**src/rtl/if_stage_fetch_if.sv**
```systemverilog
// ============================================================================
// Module   : if_stage_fetch_if
// Brief    : Fetch-stage bundle: hazard/redirect inputs, imem handshake, IF/ID outputs.
// Revision : 1.0 - initial release
// ============================================================================
`default_nettype none

interface if_stage_fetch_if;
  logic        freeze;
  logic        branch_taken;
  logic [31:0] branch_addr;
  logic        imem_req;
  logic [31:0] imem_addr;
  logic        imem_ack;
  logic [31:0] imem_rdata;
  logic [31:0] pc_out;
  logic [31:0] instruction;
  logic        fetch_stall;

  // master: the fetch stage itself
  modport master (
    input  freeze, branch_taken, branch_addr, imem_ack, imem_rdata,
    output imem_req, imem_addr, pc_out, instruction, fetch_stall
  );

  // slave: pipeline control, instruction memory and IF/ID register
  modport slave (
    output freeze, branch_taken, branch_addr, imem_ack, imem_rdata,
    input  imem_req, imem_addr, pc_out, instruction, fetch_stall
  );
endinterface

`default_nettype wire

```
**src/rtl/if_stage_fetch.sv**
```systemverilog
// ============================================================================
// Module   : if_stage_fetch
// Brief    : PC owner and imem requester feeding IF/ID; tracks redirects that
//            land while a memory request is still outstanding.
// Revision : 1.0 - initial release
// ============================================================================
`default_nettype none

module if_stage_fetch #(
  parameter logic [31:0] RESET_PC = 32'h0000_0000,
  parameter logic [31:0] PC_INC   = 32'd4
) (
  input  logic             clk,
  input  logic             rst,
  if_stage_fetch_if.master bus
);

  typedef enum logic [1:0] {
    FETCH   = 2'd0,
    HAVE    = 2'd1,
    DISCARD = 2'd2
  } state_t;

  state_t      r_state;
  logic [31:0] r_pc;
  logic [31:0] r_inst_buf;
  logic [31:0] r_disc_addr;

  logic        w_valid_now;
  logic [31:0] w_present_inst;
  logic [31:0] w_pc_next;

  assign w_pc_next      = r_pc + PC_INC;
  // rst gates the outputs so they read idle while reset is held
  assign w_valid_now    = ~rst & (((r_state == FETCH) & bus.imem_ack) | (r_state == HAVE));
  assign w_present_inst = (r_state == HAVE) ? r_inst_buf : bus.imem_rdata;

  assign bus.imem_req    = ~rst & (r_state != HAVE);
  assign bus.imem_addr   = (r_state == DISCARD) ? r_disc_addr : r_pc;
  assign bus.fetch_stall = ~w_valid_now;
  assign bus.instruction = w_valid_now ? w_present_inst : 32'h0;
  assign bus.pc_out      = w_valid_now ? w_pc_next : 32'h0;

  always_ff @(posedge clk or posedge rst) begin
    if (rst) begin
      r_state     <= FETCH;
      r_pc        <= RESET_PC;
      r_inst_buf  <= 32'h0;
      r_disc_addr <= 32'h0;
    end else begin
      case (r_state)
        FETCH: begin
          if (bus.branch_taken && bus.imem_ack) begin
            r_pc <= bus.branch_addr;
          end else if (bus.branch_taken) begin
            // old request must still complete; remember where it was aimed
            r_disc_addr <= r_pc;
            r_pc        <= bus.branch_addr;
            r_state     <= DISCARD;
          end else if (bus.imem_ack && !bus.freeze) begin
            r_pc <= w_pc_next;
          end else if (bus.imem_ack) begin
            r_inst_buf <= bus.imem_rdata;
            r_state    <= HAVE;
          end
        end
        HAVE: begin
          if (bus.branch_taken) begin
            r_pc    <= bus.branch_addr;
            r_state <= FETCH;
          end else if (!bus.freeze) begin
            r_pc    <= w_pc_next;
            r_state <= FETCH;
          end
        end
        DISCARD: begin
          if (bus.branch_taken) begin
            r_pc <= bus.branch_addr;
          end else if (bus.imem_ack) begin
            r_state <= FETCH;
          end
        end
        default: r_state <= FETCH;
      endcase
    end
  end

endmodule

`default_nettype wire

```
**src/flat_wrapper.sv**
```systemverilog
// flat-port wrapper written by rule: the top's interface ports become plain ports
module if_stage_fetch_flat 
#(
  parameter logic [31:0] RESET_PC = 32'h0000_0000,
  parameter logic [31:0] PC_INC   = 32'd4
)
  (clk, rst, bus_freeze, bus_branch_taken, bus_branch_addr, bus_imem_ack, bus_imem_rdata, bus_imem_req, bus_imem_addr, bus_pc_out, bus_instruction, bus_fetch_stall);
  if_stage_fetch_if bus_i ();
  input  logic clk;
  input  logic rst;
  input wire logic [$bits(bus_i.freeze)-1:0] bus_freeze;
  input wire logic [$bits(bus_i.branch_taken)-1:0] bus_branch_taken;
  input wire logic [$bits(bus_i.branch_addr)-1:0] bus_branch_addr;
  input wire logic [$bits(bus_i.imem_ack)-1:0] bus_imem_ack;
  input wire logic [$bits(bus_i.imem_rdata)-1:0] bus_imem_rdata;
  output wire logic [$bits(bus_i.imem_req)-1:0] bus_imem_req;
  output wire logic [$bits(bus_i.imem_addr)-1:0] bus_imem_addr;
  output wire logic [$bits(bus_i.pc_out)-1:0] bus_pc_out;
  output wire logic [$bits(bus_i.instruction)-1:0] bus_instruction;
  output wire logic [$bits(bus_i.fetch_stall)-1:0] bus_fetch_stall;
  assign bus_i.freeze = bus_freeze;
  assign bus_i.branch_taken = bus_branch_taken;
  assign bus_i.branch_addr = bus_branch_addr;
  assign bus_i.imem_ack = bus_imem_ack;
  assign bus_i.imem_rdata = bus_imem_rdata;
  assign bus_imem_req = bus_i.imem_req;
  assign bus_imem_addr = bus_i.imem_addr;
  assign bus_pc_out = bus_i.pc_out;
  assign bus_instruction = bus_i.instruction;
  assign bus_fetch_stall = bus_i.fetch_stall;
  if_stage_fetch #(.RESET_PC(RESET_PC), .PC_INC(PC_INC)) u_core (.clk(clk), .rst(rst), .bus(bus_i));
endmodule
```
**config.mk**
```make
export PLATFORM = sky130hd
export DESIGN_NAME = if_stage_fetch_flat
export DESIGN_NICKNAME = d
export VERILOG_FILES = /design/src/rtl/if_stage_fetch_if.sv /design/src/rtl/if_stage_fetch.sv /design/src/flat_wrapper.sv
export SDC_FILE = /design/constraint.sdc
export NUM_CORES = 1
export LEC_CHECK = 0
export ABC_AREA = 1
export CAP_MARGIN = 25
export CORE_ASPECT_RATIO = 1.5
export CORE_MARGIN = 2
export CORE_UTILIZATION = 52
export DETAILED_ROUTE_END_ITERATION = 7
export GPL_ROUTABILITY_DRIVEN = 0
export MAX_ROUTING_LAYER = met4
export PLACE_DENSITY = 0.86
export SLEW_MARGIN = 20
export SYNTH_ARGS = -nofsm -noshare
export SYNTH_HDL_FRONTEND = slang
export SYNTH_SLANG_ARGS = --single-unit
```
**constraint.sdc**
```tcl
create_clock -name clk -period 8.6 [get_ports clk]
set_input_delay 1.29 -clock clk [delete_from_list [all_inputs] [get_ports clk]]
set_output_delay 1.29 -clock clk [all_outputs]
set_load 0.02 [all_outputs]
```
Yosys cells after proc, flatten, opt, wreduce, memory -nomap -nowiden
Cells that the tools add are included.

Add/subtract/negate cells: 1. Multipliers: 0. Div/mod/pow operators: 0. $lt $le $gt $ge: 0. Eq/ne operators: 11. Shift-type cells: 0. Mux-type cells: 20. Bitwise gates (word level): 9. Reductions and logical operators: 9.

Operators by type and width (count): $mux 32 (10); $pmux 32 s3 (1); $add 32x3->32 const B (1); $mux 2 (8); $ne 3x3->1 const B (3); $ne 2x2->1 const B (4); $pmux 2 s3 (1); $reduce_and 6->1 (1); $not 1->1 (5); $reduce_and 5->1 (1); $ne 4x4->1 const B (1); $reduce_and 4->1 (1); $and 1x1->1 (3); $reduce_and 3->1 (1); $reduce_bool 3->1 (1); $eq 2x1->1 const B (1); $eq 2x2->1 const B (1); $logic_and 1x1->1 (2); $logic_not 2->1 (1); $ne 2x1->1 const B (1); $logic_not 1->1 (1); $or 1x1->1 (1).

Flip-flop bits (word level): 98. Latch bits: 0. Memory bits (writable): 0. ROM bits: 0. Input bits: 69. Output and inout bits: 98. Word-level logic and storage cells: 54. Memories: 0.

Longest topological paths before layout
Depth in word-level cells: 6. Gate-level depth with buffers: 12. Mapped depth without buffers: 11.

Worst setup path before layout
Ideal clock, no wire load.

Kind: input to output. Start point: in bus_imem_ack. End point: out bus_instruction[17]. Arrival time: 2282 ps. Data required time: 7310 ps. Path slack: 5028 ps. Stages: 5. Buffers on the path: 1. Cells stage by stage: nand2_1 a21oi_1 inv_2 clkbuf_1 nor2_1.

Longest elaborated chain between the ends: 4.

Ends and longest elaborated chain: from (decl) (RTL line flat_wrapper.sv:14) `input wire logic [$bits(bus_i.imem_ack)-1:0] bus_imem_ack;`; $and 1x1->1 (RTL line if_stage_fetch.sv:35) `assign w_valid_now = ~rst & (((r_state == FETCH) & bus.imem_ack) | (r_state == HAVE));`; $or 1x1->1 (RTL line if_stage_fetch.sv:35); $and 1x1->1 (RTL line if_stage_fetch.sv:35); $mux 32 (RTL line if_stage_fetch.sv:41) `assign bus.instruction = w_valid_now ? w_present_inst : 32'h0;`; to (decl) (RTL line flat_wrapper.sv:19) `output wire logic [$bits(bus_i.instruction)-1:0] bus_instruction;`.

Every way passes these cells.

Final worst setup path
Start point: in bus_imem_ack. End point: out bus_pc_out[27].

Longest elaborated chain between the ends: 4.

Ends and longest elaborated chain: $and 1x1->1 (RTL line if_stage_fetch.sv:35); $or 1x1->1 (RTL line if_stage_fetch.sv:35); $and 1x1->1 (RTL line if_stage_fetch.sv:35); $mux 32 (RTL line if_stage_fetch.sv:42) `assign bus.pc_out = w_valid_now ? w_pc_next : 32'h0;`; to (decl) (RTL line flat_wrapper.sv:18) `output wire logic [$bits(bus_i.pc_out)-1:0] bus_pc_out;`.

Every way passes these cells.

==> results.md <==
* Syn Std Cell Area at 0.00589 mm2
* Main synth FF type: dfrtp_1
* RSZ-0062 raised after global routing: no
* Via density at 5.22
* Share of cells above drive strength 1 at 5.43%
* Overall routing resource usage at ~29%
* Critical path launch point: bus_imem_ack
* CP max stage delay at 800 ps
* Post-Route Setup TNS at 0 ps
* DR pass1 iterations at 5
* Worst skew pair latency at 350 ps
* PortBufs at around 170
* Clock power frac at between 10% and 20%
* Slew headroom at 38.1%
* Per-cell routed wire length at between 10 and 15 um
* CTS tree: built
* GRT Residual Overflow at 0
* Clock-pin slew on the worst setup and hold paths at 60 ps
* Root buffer cell: clkbuf_16
* Net switching power at roughly 1200 uW
* Synth top area share at 41.7%
* Power, Total at 2620 uW
* First-pass GRT wire length at between 20 and 30 mm
* Critical Path RT at 7310 ps
* Dpl hpwl at 12.1 mm
* R2r startpoint: u_core.r_state[0]
* Largest net degree at the start of global routing at 82
* Sw frac at 44.3%
* Rows at 47
* Number of gates resized after CTS at 0
* CTS max path bufs at 2
* Post-synth ARST share at 100%
* Initial Util at 53.2%
* Antenna violations before repair at 0
* Fin area at 0.00793 mm2
* Synthesis Warnings at 0
* Worst VDD drop at 0.192 mV
* Status: completed
* Setup WS post-layout at 3220 ps
* DRT iter0 DRCs at 389
* # clock sinks at 98
* Crit path DAT at just over 4000 ps
* Antenna-violating nets left at 0
* Pwr dens at 331 mW/mm2
* TritonCTS buffer count at 9
* Setup crit start kind: input pin
* Die footprint at around 0.012 mm2
* Worst-path fanout max at 61
* Final Cycle Share at between 60 and 70%
* Crit-path cells: clkdlybuf4s50_1 > nand2_1 > a21oi_1 > clkinv_2 > a21oi_1 > clkdlybuf4s50_1
* CP max-delay cell: clkinv_2
* Max-Cap Viols at 0
* Hold Fails Final Rpt at 0
* Hold_sp: u_core.r_disc_addr[29]
* Worst hold path type: reg -> reg
* Gate Count Post-Synth at 849
* Die Width at between 90 and 100 um
* Max Freq at 186 MHz
* Clk_skew at 10.0 ps
* Die Y-Extent at 134 um
* Sequential share of power at a little under a third
* Synth Register Bits at 98
* P_int at 1460 uW
* Commonest non-fill, non-tap cell in the layout: nand2_1
* CTS H-tree depth at 3
* Pleak at 0.00350 uW
* I/O pins at 167
* Fillers at 930
* Syn_area_per_cell at 6.93 um2
* Critical path endpoint category: output port
* Hold Buf Count CTS at 0
* Fin crit period at 5380 ps
* Yosys cell types at 31
* Most frequent cells in the layout: nand2_1 (238), clkdlybuf4s50_1 (166), nor2_1 (115)
* # diodes at 0
* Area after DPL at 0.00761 mm2
* Vias in the first global route at 5,688
* Combinational power share at about 53%
* Place WS at 3650 ps
* CORE AREA at 0.0111 mm2
* Seq/Total Area, Yosys at 41.7%
* Final nets at 1,064
* Area growth syn-to-layout at 34.8%
* Syn_nets at 923
* Postcts setup bufs at 0
* Setup violations, final at 0
* Worst-Margin Slew at a little over 900 ps
* EDFF count, synth at 0
* Top cells by area, synth: dfrtp_1 (42%), nand2_1 (15%), o21ai_0 (8.6%)
* Synth area leader: dfrtp_1
* Remaining DRCs at 0
* Final Max Tran Viols at 0
* Routed vias at ~6,000
* CP Class: in -> out
* Total Wirelength at 16.7 mm
[synthesized netlist by cell type, drive strengths merged (7+ instances only)]
| master | count |
|---|---|
| nand2 | 244 |
| nor2 | 126 |
| o21ai | 105 |
| dfrtp | 98 |
| inv | 95 |
| a21oi | 57 |
| clkbuf | 28 |
| nand3 | 27 |
| xor2 | 15 |
| o211ai | 13 |
| buf | 12 |
| a21boi | 7 |
[kinds of logic (layout without fill, tap and decap cells)]
kind of cell             Yosys count  in the layout  synth area share [%]
AND/OR/NAND/NOR                  407            407                  28.3
AO/OA/AOI/OAI                    184            184                  16.7
buffers and inverters            135            281                  9.12
flip-flops                        98             98                  41.7
XOR/XNOR                          15             15                  2.23
adder cells (fa/ha/maj)            5              5                  1.06
multiplexers                       5              5                 0.957
[stage by stage]
stage / hold slack (ps) / instances / utilization (%)
final: 487 / 1142 / 71.7
after global routing: 509 / 1142 / 71.7
after CTS: 490 / 1142 / 71.7
after detailed placement: 473 / 1126 / 68.8
after global placement: 465 / 1125 / 68.6
after floorplan: 453 / 849 / -
[area by class of cell]
class,instances,area (um2),share of cell area [%]
clock inverters,7,92.6,1.17
inverters,95,360,4.54
multi-input cells,616,2910,36.7
well taps,147,184,2.32
flip-flops and latches,98,2450,30.9
clock buffers,9,225,2.84
repair buffers,170,1710,21.5
[final timing paths]
check                                               to  slack (ps)  cells after the start
max in group asynchronous        u_core.r_disc_addr[8]        6300                      3
worst max-delay path                    bus_pc_out[27]        3220                      6
min in group asynchronous        u_core.r_inst_buf[30]        1300                      2
worst max register to register         u_core.r_pc[29]        5840                     10
worst min register to register  u_core.r_disc_addr[29]         490                      2
worst min-delay path            u_core.r_disc_addr[29]         490                      2
[state kept, by name, summed over array words and instances (netlist names)]
register / count
u_core.r_state: 2
u_core.r_pc: 32
u_core.r_disc_addr: 32
u_core.r_inst_buf: 32
[worst max-delay path: cells and delay by family]
family	cells	cell delay (ps)
AND/OR/NAND/NOR	1	70
buffers and inverters	3	1960
AO/OA/AOI/OAI	2	760
[layer usage]
metal,up-vias,GRT usage [%],share of wire (%)
met3,52,4.72,7.2
met4,0,14.6,4.5
met1,2703,33.4,40
met5,-,-,0
li1,2961,-,-
met2,245,48.8,49
[power groups by stage]
stage | registers, uW | clock network, uW | logic [uW]
after floorplan | 775 | 0 | 901
after global placement | 803 | 0 | 1360
after detailed placement | 812 | 0 | 1380
after CTS | 805 | 440 | 1390
after global routing | 833 | 459 | 1530
final | 808 | 432 | 1380
No activity file was read; power rests on OpenSTA's default activity.
